<file path="src/rtl/freq_sched_ctrl.sv">
// Tone-table scheduler: shadow/active slot banks with atomic commit at sweep
// boundaries, streaming valid slots round-robin over a valid/ready handshake.
module freq_sched_ctrl #(
  parameter int N_SLOTS = 16,
  parameter int SLOT_W  = 4,
  parameter int FREQ_W  = 14
) (
  input  logic              clk_100MHz,
  input  logic              reset,
  input  logic              cfg_wr_en,
  input  logic [19:0]       cfg_wr_data,
  input  logic              commit,
  input  logic              clear,
  input  logic              run,
  output logic              out_valid,
  input  logic              out_ready,
  output logic [FREQ_W-1:0] out_freq,
  output logic [SLOT_W-1:0] out_slot,
  output logic              out_last,
  output logic              commit_pending,
  output logic [SLOT_W:0]   active_count,
  output logic [15:0]       sweep_count,
  output logic              busy
);

  // state | meaning
  // IDLE  | not streaming; waits for a pending commit or run with a non-empty table
  // RUN   | presenting beats from the active bank
  // SWAP  | one-cycle shadow-to-active copy
  typedef enum logic [1:0] {IDLE = 2'd0, RUN = 2'd1, SWAP = 2'd2} state_t;

  state_t             state;
  logic [FREQ_W-1:0]  shadow_freq [N_SLOTS];
  logic [FREQ_W-1:0]  active_freq [N_SLOTS];
  logic [N_SLOTS-1:0] shadow_valid, active_valid, shadow_valid_nxt;
  logic [SLOT_W-1:0]  ptr, lo_idx, hi_idx, nx_idx, sh_lo_idx, ld_idx;
  logic [SLOT_W:0]    sh_count;
  logic [SLOT_W-1:0]  wr_slot;
  logic [FREQ_W-1:0]  wr_freq;
  logic               handshake;
  logic               unused_cfg_bits;

  assign wr_slot         = cfg_wr_data[16 +: SLOT_W];
  assign wr_freq         = cfg_wr_data[FREQ_W-1:0];
  assign unused_cfg_bits = ^cfg_wr_data[15:14];
  assign handshake       = out_valid & out_ready;
  assign busy            = (state != IDLE);

  // Priority searches over the banks; downward loops leave the lowest hit.
  always_comb begin
    lo_idx    = '0;
    hi_idx    = '0;
    nx_idx    = '0;
    sh_lo_idx = '0;
    sh_count  = '0;
    for (int i = N_SLOTS - 1; i >= 0; i--) begin
      if (active_valid[i]) lo_idx = SLOT_W'(i);
      if (shadow_valid[i]) sh_lo_idx = SLOT_W'(i);
      if (active_valid[i] && (SLOT_W'(i) > ptr)) nx_idx = SLOT_W'(i);
    end
    for (int i = 0; i < N_SLOTS; i++) begin
      if (active_valid[i]) hi_idx = SLOT_W'(i);
      sh_count = sh_count + (SLOT_W+1)'(shadow_valid[i]);
    end
    ld_idx = (state == RUN && !out_last) ? nx_idx : lo_idx;
  end

  // Clear first, then the write, so a same-cycle write survives the clear.
  always_comb begin
    shadow_valid_nxt = clear ? '0 : shadow_valid;
    if (cfg_wr_en) shadow_valid_nxt[wr_slot] = 1'b1;
  end

  always_ff @(posedge clk_100MHz) begin
    if (reset) begin
      for (int i = 0; i < N_SLOTS; i++) begin
        shadow_freq[i] <= '0;
        active_freq[i] <= '0;
      end
      shadow_valid   <= '0;
      active_valid   <= '0;
      state          <= IDLE;
      ptr            <= '0;
      out_valid      <= 1'b0;
      out_freq       <= '0;
      out_slot       <= '0;
      out_last       <= 1'b0;
      commit_pending <= 1'b0;
      active_count   <= '0;
      sweep_count    <= '0;
    end else begin
      shadow_valid <= shadow_valid_nxt;
      if (cfg_wr_en) shadow_freq[wr_slot] <= wr_freq;

      if (state == SWAP) commit_pending <= 1'b0;
      else if (commit)   commit_pending <= 1'b1;

      case (state)
        IDLE: begin
          if (commit_pending) begin
            state <= SWAP;
          end else if (run && active_count != '0) begin
            state     <= RUN;
            out_valid <= 1'b1;
            ptr       <= ld_idx;
            out_slot  <= ld_idx;
            out_freq  <= active_freq[ld_idx];
            out_last  <= (ld_idx == hi_idx);
          end
        end
        SWAP: begin
          for (int i = 0; i < N_SLOTS; i++) active_freq[i] <= shadow_freq[i];
          active_valid <= shadow_valid;
          active_count <= sh_count;
          ptr          <= sh_lo_idx;
          state        <= IDLE;
        end
        RUN: begin
          if (handshake) begin
            if (out_last) sweep_count <= sweep_count + 16'd1;
            if (out_last && commit_pending) begin
              state     <= SWAP;
              out_valid <= 1'b0;
            end else if (!run) begin
              state     <= IDLE;
              out_valid <= 1'b0;
            end else begin
              ptr      <= ld_idx;
              out_slot <= ld_idx;
              out_freq <= active_freq[ld_idx];
              out_last <= (ld_idx == hi_idx);
            end
          end
        end
        default: state <= IDLE;
      endcase
    end
  end

endmodule

</file>
<file path="config.mk">
export PLATFORM = sky130hd
export DESIGN_NAME = freq_sched_ctrl
export DESIGN_NICKNAME = d
export VERILOG_FILES = /design/src/rtl/freq_sched_ctrl.sv
export SDC_FILE = /design/constraint.sdc
export NUM_CORES = 1
export LEC_CHECK = 0
export ABC_AREA = 1
export CAP_MARGIN = 20
export CORE_MARGIN = 1.5
export CORE_UTILIZATION = 35
export DETAILED_ROUTE_END_ITERATION = 12
export GPL_ROUTABILITY_DRIVEN = 1
export PLACE_DENSITY = 0.52
export SYNTH_ARGS = -nofsm -noshare
export SYNTH_HDL_FRONTEND = slang
export SYNTH_SLANG_ARGS = --single-unit
</file>
<file path="constraint.sdc">
create_clock -name clk_100MHz -period 13.7 [get_ports clk_100MHz]
set_clock_uncertainty 0.2 [all_clocks]
set_input_delay 1.37 -clock clk_100MHz [delete_from_list [all_inputs] [get_ports clk_100MHz]]
set_output_delay 1.37 -clock clk_100MHz [all_outputs]
set_load 0.03 [all_outputs]
</file>
==> flow_metrics.py, run 1 <==
metrics = {
    "worst_setup_path": {
        "crit_family": "simple AND/OR/NAND/NOR gates",
        "critical_path.cell_chain": "buf_4 > inv_2 > buf_4 > nand2_1 > nor3b_1 > nand2_1 > nand2_1",
        "critical_path_arrival_ns": 4.72,
        "cp_common_cell": "nand2_1",
        "critPathMaxFanout": 43,
        "cp-end-kind": "flip-flop",
        "reg2regPathDepth": 14,
        "worst-path-stages": 7,
        "startpoint_type": "primary input",
        "worst-setup-path-type": "in2reg",
        "max_stage_delay_ns": 0.88,
        "slowest_stage": "nand2_1",
        "critPathBufInv": 3,
        "required_ns": 13.73,
    },
    "synth": {
        "ys_types": 44,
        "synthFlopType": "edfxtp_1",
        "ys_warn_count": 0,
        "synth-edff-count": 448,
        "syn_avg_cell_area_um2": 9.67,
        "synth-seq-cells": 528,
        "synth_seq_area_share_pct": 64.5,
        "synth_cells": 2413,
        "synthArstFlopShare_pct": 0,
        "netlist_area_um2": 23300,
        "synthesis.nets": 2456,
    },
    "sta": {
        "worstMarginPinSlew_ns": 1.09,
        "grt_setup_unrepaired": "no",
        "post-route-min-period_ns": 4.68,
        "finalMaxSlewViolations": 0,
        "fin_tns_setup_ns": 0,
        "setup_ws_ns": 9.02,
        "finalHoldViolations": 0,
        "relSlewSlack_pct": 27.2,
        "fin_crit_sh_pct": 34.2,
        "setup_viol": 0,
        "timing.fmax_mhz": 214,
    },
    "hold_path": {
        "hold_depth": 1,
        "hold_class": "reg2reg",
    },
    "clock_network": {
        "cts_tree": "done",
        "cts_setup_buffers": 0,
        "numCtsBuffers": 57,
        "clockBufferDepth": 3,
        "cts_sinks": 528,
        "worstSkewPairLatency_ns": 0.61,
        "cts_root_buf": "clkbuf_16",
        "post_cts_resized": 0,
        "clkTransAtPathRegs_ns": 0.06,
        "htreeDepth": 2,
        "cts_hold_buf": 0,
    },
    "detailed_routing": {
        "ant_nets": 0,
        "dr_wl_met3_um": 2550,
        "drt-total-wl_um": 60300,
        "drcViolationCount": 0,
        "vias": 15900,
        "route.met2.wl_um": 30300,
        "first_iter_violations": 1041,
        "firstDrtPassIters": 5,
        "top_layer_used": "met4",
        "post_drt_wl_per_cell_um": 18.0,
        "met1Wirelength_um": 25600,
        "via_per_inst": 4.74,
    },
    "final_layout": {
        "drive_above_1_share_pct": 5.71,
        "num_antenna_cells": 0,
        "fillCellCount": 6439,
        "fin_nets": 2484,
        "finish.instance_area_um2": 26600,
        "area_delta_synth_final_pct": 14.0,
    },
    "power_and_ir_drop": {
        "p_leak_nw": 11.4,
        "ir_drop_v": 0.000111,
        "clkPwrFrac_pct": 39.4,
        "p_int_mw": 2.95,
        "powerDensity_nw_per_um2": 150,
        "power.net_switching_mw": 1.05,
        "combPwrFrac_pct": 12.6,
        "pwr-share-seq_pct": 48.0,
        "swShare_pct": 26.2,
    },
    "placement": {
        "dp_hpwl_um": 36600,
        "placed_area_um2": 24700,
        "pre_cts_ws_ns": 8.46,
        "gp_congestion": 0.867,
        "io_buffer_count": 67,
    },
    "global_route": {
        "track_usage_pct": 17.8,
        "antenna_found_initial": 0,
        "grt_pass1_wl_um": 90500,
        "grt_pass1_vias": 15300,
        "grt_max_degree": 85,
        "overflow": 0,
    },
    "floorplan": {
        "die_h_um": 261,
        "chipWidth_um": 261,
        "core_um2": 65900,
        "fp-row-count": 94,
        "dieArea_um2": 68200,
        "initial_core_util_pct": 35.4,
        "pin_count": 70,
    },
    "outcome": {
        "status": "completed",
    },
    "run": {
        "maxCapViolCount": 0,
    },
}
-- worst register-to-register path: cells and delay by family, from the launching register on --
kind / cells / cell delay [ns]
AND/OR/NAND/NOR: 7 / 2.33
flip-flops: 1 / 0.38
buffers and inverters: 4 / 1.15
AO/OA/AOI/OAI: 3 / 0.44
-- cells in the final DEF (no fill, tap or decap), types with 14 or more instances in the layout --
cell,instances
inv_1,516
nor2_1,499
nand2_1,266
clkbuf_1,21
nand2_2,14
edfxtp_1,448
o31ai_1,19
nand3_1,205
a21oi_1,46
buf_4,21
clkbuf_16,58
o211ai_1,18
o21ai_0,74
o22ai_1,18
clkdlybuf4s50_1,66
dfxtp_1,80
-- cell usage after synthesis (11+ instances only) --
| cell type | count | area share [%] |
|---|---|---|
| nand3_1 | 205 | 4.4 |
| clkbuf_1 | 73 | 1.2 |
| dfxtp_1 | 80 | 6.9 |
| a21oi_2 | 11 | 0.41 |
| o211ai_1 | 18 | 0.58 |
| nand2_1 | 268 | 4.3 |
| o22ai_1 | 18 | 0.48 |
| buf_2 | 25 | 0.54 |
| o21ai_0 | 74 | 1.6 |
| nor3_1 | 11 | 0.24 |
| nor2_1 | 499 | 8.0 |
| o31ai_1 | 19 | 0.61 |
| nand2_2 | 14 | 0.38 |
| edfxtp_1 | 448 | 58 |
| inv_1 | 517 | 8.3 |
| a21oi_1 | 46 | 0.99 |
-- power by group through the flow --
stage / clock [mW] / sequential (mW) / combinational [mW]
2_1_floorplan: 0 / 1.98 / 0.311
3_3_place_gp: 0 / 1.95 / 0.502
3_5_place_dp: 0 / 1.95 / 0.507
4_1_cts: 1.61 / 1.92 / 0.510
5_1_grt: 1.66 / 1.93 / 0.556
6_report: 1.58 / 1.92 / 0.503
-- logic make-up after synthesis --
kind of cell / count (synthesis) / share of synthesized area (%)
compound gates: 213 / 5.49
xor+xnor: 3 / 0.113
buf+inv: 640 / 10.8
fa+ha+maj: 16 / 1.18
simple gates: 1013 / 17.8
flops: 528 / 64.5
-- flip-flops by register name, indices dropped and copies added, names as in the netlist --
signal and cells:
out_freq 14, active_valid 16, out_slot 4, commit_pending 1
shadow_freq 224, sweep_count 16, active_freq 224, ptr 4
out_valid 1, active_count 5, out_last 1, state 2
shadow_valid 16
-- per-layer routing --
| layer | global-route usage [%] | vias to the layer above |
|---|---|---|
| li1 | - | 7730 |
| met1 | 22.1 | 7743 |
| met2 | 31.6 | 322 |
| met3 | 2.45 | 105 |
| met4 | 6.02 | 0 |
| met5 | 0 | - |
-- through the flow --
| stage | power (mW) | util, % | hold WS, ns | instances |
|---|---|---|---|---|
| 2_1_floorplan | 2.29 | - | 0.286 | 2413 |
| 3_3_place_gp | 2.45 | 37.5 | 0.245 | 3246 |
| 3_5_place_dp | 2.46 | 37.5 | 0.252 | 3246 |
| 4_1_cts | 4.03 | 40.4 | 0.260 | 3353 |
| 5_1_grt | 4.14 | 40.4 | 0.278 | 3353 |
| 6_report | 3.99 | 40.4 | 0.253 | 3353 |
-- worst paths after layout --
kind	startpoint	end	slack [ns]
max	reset	shadow_freq[2][3]	9.02
min	sweep_count[15]	sweep_count[15]	0.25
max reg2reg	state[0]	out_freq[6]	9.09
min reg2reg	sweep_count[15]	sweep_count[15]	0.25
-- layout make-up --
cell class	instances	area (µm²)	area share (%)
clock buffer	85	1600	6.02
clock inverter	22	300	1.13
inverter	522	1960	7.38
tap	864	1080	4.07
sequential	528	15100	56.6
multi-input combinational	1245	5760	21.7
timing repair buffer	87	818	3.08
No activity file was read; power rests on OpenSTA's default activity.
==> run 2, diff against run 1 <==
--- a/config.mk
+++ b/config.mk
@@ -11,7 +11,7 @@
 export CORE_UTILIZATION = 35
 export DETAILED_ROUTE_END_ITERATION = 12
 export GPL_ROUTABILITY_DRIVEN = 1
-export PLACE_DENSITY = 0.52
+export PLACE_DENSITY = 0.54
 export SYNTH_ARGS = -nofsm -noshare
 export SYNTH_HDL_FRONTEND = slang
 export SYNTH_SLANG_ARGS = --single-unit
==> constraint.sdc (replaced) <==
create_clock -name clk_100MHz -period 3.87 [get_ports clk_100MHz]
set_clock_uncertainty 0.2 [all_clocks]
set_input_delay 0.387 -clock clk_100MHz [delete_from_list [all_inputs] [get_ports clk_100MHz]]
set_output_delay 0.387 -clock clk_100MHz [all_outputs]
set_load 0.03 [all_outputs]
==> run 2 against run 1 <==
- sequential share of layout area fell by 0.38 points
- core utilization rose by 0.28 points
- power rose to 3.5 times the previous value
- combinational power rose to 3.7 times the previous value
- critical path type is now reg2reg
- largest cell class unchanged
==> flow_metrics.py, run 2 (synthesized netlist as in run 1, its figures left out) <==
metrics = {
    "worst_setup_path": {
        "worst-setup-path-type": "reg2reg",
        "slowest_stage": "fa_2",
        "critPathMaxFanout": 4,
        "cp-end-kind": "flip-flop",
        "cp_common_cell": "fa_1",
        "critical_path.cell_chain": "fa_2 > fa_1 > fa_1 > inv_1 > fa_1 > inv_1 > ha_1 > inv_1 > fa_1 > nor2_1 > nor2_1 > o31ai_1",
        "critical_path_arrival_ns": 4.01,
        "required_ns": 4.19,
        "critPathBufInv": 3,
        "crit_family": "adder cells",
        "max_stage_delay_ns": 0.51,
        "startpoint_type": "flip-flop",
    },
    "hold_path": {
        "hold_class": "in2reg",
    },
    "outcome": {
        "status": "completed",
    },
    "placement": {
        "placed_area_um2": 24900,
        "gp_congestion": 0.869,
        "io_buffer_count": 67,
        "pre_cts_ws_ns": 0.176,
        "dp_hpwl_um": 37700,
    },
    "final_layout": {
        "drive_above_1_share_pct": 6.62,
        "area_delta_synth_final_pct": 14.7,
        "num_antenna_cells": 0,
        "regArea_um2": 15100,
        "finish.instance_area_um2": 26800,
        "final_common_cell": "inv_1",
        "multi_input_area_um2": 5770,
        "utilization_pct": 40.6,
        "reg_top3": "active_freq (224), shadow_freq (224)",
        "fin_nets": 2503,
        "final_cell_mix": "516 x inv_1, 499 x nor2_1, 448 x edfxtp_1",
        "fillCellCount": 6415,
    },
    "global_route": {
        "track_usage_pct": 17.5,
        "antenna_found_initial": 0,
        "overflow": 0,
        "grt_pass1_wl_um": 90700,
        "grt_max_degree": 159,
        "grt_pass1_vias": 15700,
    },
    "sta": {
        "setup_viol": 0,
        "fin_tns_setup_ns": 0,
        "relSlewSlack_pct": 32.8,
        "finalHoldViolations": 0,
        "timing.fmax_mhz": 271,
        "worstMarginPinSlew_ns": 1.00,
        "finalMaxSlewViolations": 0,
        "fin_crit_sh_pct": 95.4,
        "grt_setup_unrepaired": "no",
        "post-route-min-period_ns": 3.69,
        "setup_ws_ns": 0.177,
    },
    "clock_network": {
        "numCtsBuffers": 56,
        "clockBufferDepth": 3,
        "cts_hold_buf": 0,
        "clkTransAtPathRegs_ns": 0.06,
        "cts_sinks": 528,
        "cts_root_buf": "clkbuf_16",
        "cts_setup_buffers": 0,
        "worstSkewPairLatency_ns": 0.62,
        "cts_tree": "done",
        "htreeDepth": 2,
        "post_cts_resized": 0,
    },
    "detailed_routing": {
        "firstDrtPassIters": 7,
        "drcViolationCount": 0,
        "drt-total-wl_um": 59800,
        "post_drt_wl_per_cell_um": 17.7,
        "vias": 16100,
        "ant_nets": 0,
        "via_per_inst": 4.77,
        "first_iter_violations": 1230,
    },
    "floorplan": {
        "initial_core_util_pct": 35.4,
        "core_um2": 65900,
        "dieArea_um2": 68200,
        "chipWidth_um": 261,
        "fp-row-count": 94,
        "pin_count": 70,
        "die_h_um": 261,
    },
    "power_and_ir_drop": {
        "powerDensity_nw_per_um2": 521,
        "p_leak_nw": 11.5,
        "p_total_mw": 14.0,
        "ir_drop_v": 0.000335,
    },
    "run": {
        "maxCapViolCount": 0,
    },
}
run 2: metal layers:
metal,GRT usage [%],vias to the layer above,routed length (µm)
met1,23.8,7805,27000
met4,4.42,0,1070
li1,-,7773,-
met3,2.93,73,3350
met5,0,-,0
met2,29.1,420,28400
run 2: cell type report:
| class | instances | share of cell area, % |
|---|---|---|
| clock buffers | 74 | 5.80 |
| clock inverters | 31 | 0.986 |
| inverters | 522 | 7.33 |
| multi-input cells | 1245 | 21.5 |
| flip-flops and latches | 528 | 56.3 |
| well taps | 864 | 4.04 |
| repair buffers | 107 | 4.04 |
run 2: power breakdown:
group	leakage, nW	total (mW)	internal (mW)	switching, mW
registers	5.10	6.78	6.62	0.160
logic	5.55	1.84	0.517	1.32
clock network	0.891	5.33	3.08	2.25
run 2: path summary, 6_finish.rpt:
path | to | start | cells after the start | slack (ns)
max | active_count[4] | shadow_valid[0] | 12 | 0.18
min reg2reg | sweep_count[15] | sweep_count[15] | 1 | 0.28
min | commit_pending | commit | 3 | 0.16
max reg2reg | active_count[4] | shadow_valid[0] | 12 | 0.18
run 2: worst min-delay path: stages:
cell	delay (ns)
clkdlybuf4s50_1	0.40
nor2_1	0.09
nor2_1	0.05
run 2: metrics by stage:
step	std cells	hold slack, ns
2_1_floorplan	2413	0.286
3_3_place_gp	3266	0.243
3_5_place_dp	3266	0.261
4_1_cts	3371	0.134
5_1_grt	3371	0.169
6_report	3371	0.163
==> run 3, diff against run 2 <==
--- a/config.mk
+++ b/config.mk
@@ -8,10 +8,10 @@
 export ABC_AREA = 1
 export CAP_MARGIN = 20
 export CORE_MARGIN = 1.5
-export CORE_UTILIZATION = 35
+export CORE_UTILIZATION = 49
 export DETAILED_ROUTE_END_ITERATION = 12
 export GPL_ROUTABILITY_DRIVEN = 1
-export PLACE_DENSITY = 0.54
+export PLACE_DENSITY = 0.68
 export SYNTH_ARGS = -nofsm -noshare
 export SYNTH_HDL_FRONTEND = slang
 export SYNTH_SLANG_ARGS = --single-unit
==> constraint.sdc (replaced) <==
create_clock -name clk_100MHz -period 4.55 [get_ports clk_100MHz]
set_clock_uncertainty 0.2 [all_clocks]
set_input_delay 0.455 -clock clk_100MHz [delete_from_list [all_inputs] [get_ports clk_100MHz]]
set_output_delay 0.455 -clock clk_100MHz [all_outputs]
set_load 0.03 [all_outputs]
==> run 3 against run 2 <==
- critical path depth is 2 higher
- core utilization is 16 points higher
- power is 17% lower
- worst setup slack better by 0.64 ns
==> flow_metrics.py, run 3 (synthesized netlist as in run 1, its figures left out) <==
metrics = {
    "detailed_routing": {
        "firstDrtPassIters": 5,
        "first_iter_violations": 1274,
        "dr_wl_met3_um": 4660,
        "ant_nets": 0,
        "via_per_inst": 5.22,
        "route.met2.wl_um": 27500,
        "drcViolationCount": 0,
        "met1Wirelength_um": 22900,
        "top_layer_used": "met4",
        "post_drt_wl_per_cell_um": 18.3,
        "vias": 16200,
        "drt-total-wl_um": 56800,
    },
    "sta": {
        "worstMarginPinSlew_ns": 1.06,
        "relSlewSlack_pct": 29.1,
        "setup_ws_ns": 0.819,
        "grt_setup_unrepaired": "no",
        "post-route-min-period_ns": 3.73,
        "fin_tns_setup_ns": 0,
        "setup_viol": 0,
        "fin_crit_sh_pct": 82.0,
        "timing.fmax_mhz": 268,
        "finalMaxSlewViolations": 0,
        "finalHoldViolations": 0,
    },
    "final_layout": {
        "multi_input_area_um2": 5760,
        "fin_nets": 2493,
        "reg_top3": "active_freq (224), shadow_freq (224)",
        "regArea_um2": 15100,
        "num_antenna_cells": 0,
        "drive_above_1_share_pct": 6.13,
        "fillCellCount": 3928,
        "area_delta_synth_final_pct": 12.6,
        "final_cell_mix": "516 x inv_1, 499 x nor2_1, 448 x edfxtp_1",
        "final_common_cell": "inv_1",
    },
    "floorplan": {
        "pin_count": 70,
        "initial_core_util_pct": 49.9,
        "fp-row-count": 79,
        "core_um2": 46800,
        "chipWidth_um": 221,
        "dieArea_um2": 48900,
        "die_h_um": 221,
    },
    "global_route": {
        "antenna_found_initial": 0,
        "grt_pass1_vias": 15700,
        "grt_pass1_wl_um": 87300,
        "overflow": 0,
        "track_usage_pct": 23.4,
        "grt_max_degree": 88,
    },
    "hold_path": {
        "hold_class": "in2reg",
        "hold_start": "commit",
        "min_to": "commit_pending",
        "hold_depth": 3,
    },
    "worst_setup_path": {
        "cp-end-kind": "flip-flop",
        "reg2reg_to": "active_count[4]",
        "worst-setup-path-type": "reg2reg",
        "slowest_stage": "fa_1",
        "startpoint_type": "flip-flop",
        "rrSetupSlack_ns": 0.82,
        "reg2regPathDepth": 14,
        "critical_path.cell_chain": "fa_1 > inv_1 > fa_1 > inv_1 > fa_1 > inv_1 > fa_1 > inv_1 > ha_1 > inv_1 > fa_1 > nor2_1 > nor2_1 > o31ai_1",
        "critPathMaxFanout": 4,
        "r2r-start": "shadow_valid[11]",
        "required_ns": 4.86,
        "startpoint": "shadow_valid[11]",
        "critical_path_arrival_ns": 4.04,
        "max_stage_delay_ns": 0.56,
    },
    "clock_network": {
        "cts_tree": "done",
        "clkTransAtPathRegs_ns": 0.06,
        "cts_sinks": 528,
        "post_cts_resized": 0,
        "cts_setup_buffers": 0,
        "cts_hold_buf": 0,
        "numCtsBuffers": 53,
        "worstSkewPairLatency_ns": 0.60,
        "clockBufferDepth": 3,
        "htreeDepth": 2,
        "cts_root_buf": "clkbuf_16",
    },
    "power_and_ir_drop": {
        "clkPwrFrac_pct": 37.6,
        "power.net_switching_mw": 3.03,
        "pwr-share-seq_pct": 49.5,
        "combPwrFrac_pct": 12.9,
        "ir_drop_v": 0.000349,
        "swShare_pct": 26.0,
        "p_leak_nw": 11.5,
        "powerDensity_nw_per_um2": 443,
        "p_int_mw": 8.62,
    },
    "placement": {
        "pre_cts_ws_ns": 0.819,
        "gp_congestion": 0.901,
        "io_buffer_count": 67,
        "dp_hpwl_um": 34500,
    },
    "outcome": {
        "status": "completed",
    },
    "run": {
        "maxCapViolCount": 0,
    },
}
run 3: changes by cell type in the layout (fill, tap and decap cells not counted), sizes merged:
| cell | previous run | this run |
|---|---|---|
| clkinv | 26 | 19 |
| buf | 41 | 34 |
| inv | 520 | 521 |
| clkbuf | 74 | 77 |
| clkinvlp | 3 | 1 |
run 3: metrics by stage:
step / hold WS [ns] / instance area (µm²) / utilization (%) / power (mW) / cells
final: 0.238 / 26300 / 56.2 / 11.6 / 3102
after global routing: 0.270 / 26300 / 56.2 / 12.1 / 3102
after CTS: 0.224 / 26300 / 56.2 / 11.7 / 3102
after detailed placement: 0.279 / 24500 / 52.4 / 7.36 / 3002
after global placement: 0.245 / 24500 / 52.4 / 7.31 / 3002
after floorplan: 0.286 / 23300 / - / 6.86 / 2413
run 3: layer usage:
metal / GRT usage, % / up-vias
li1: - / 7750
met1: 30.4 / 7738
met2: 39.6 / 608
met3: 3.68 / 109
met4: 9.12 / 0
met5: 0 / -
run 3: power groups by stage:
| stage | registers, mW | clock network [mW] | logic, mW |
|---|---|---|---|
| finish | 5.77 | 4.38 | 1.50 |
| global route | 5.80 | 4.61 | 1.65 |
| CTS | 5.77 | 4.43 | 1.50 |
| detailed placement | 5.87 | 0 | 1.49 |
| global placement | 5.85 | 0 | 1.46 |
| floorplan | 5.93 | 0 | 0.936 |
run 3: worst max path at each step:
stage | slack [ns] | cells after the start | endpoint
floorplan | 0.96 | 13 | active_count[2]
global placement | 0.82 | 14 | active_count[4]
detailed placement | 0.82 | 14 | active_count[4]
CTS | 0.79 | 14 | active_count[4]
global route | 0.65 | 14 | active_count[4]
finish | 0.82 | 14 | active_count[4]
run 3: layout make-up:
| type | count | share of cell area [%] |
|---|---|---|
| tap | 607 | 2.89 |
| clock inverter | 23 | 0.834 |
| multi-input combinational | 1245 | 21.9 |
| inverter | 522 | 7.47 |
| sequential | 528 | 57.3 |
| clock buffer | 77 | 5.82 |
| timing repair buffer | 100 | 3.73 |
run 3: critical path: cells and delay by family (launching register included):
family	cells	cell delay [ns]
AO/OA/AOI/OAI	1	0.19
adder cells (fa/ha/maj)	6	2.47
buffers and inverters	5	0.27
flip-flops	1	0.35
AND/OR/NAND/NOR	2	0.17
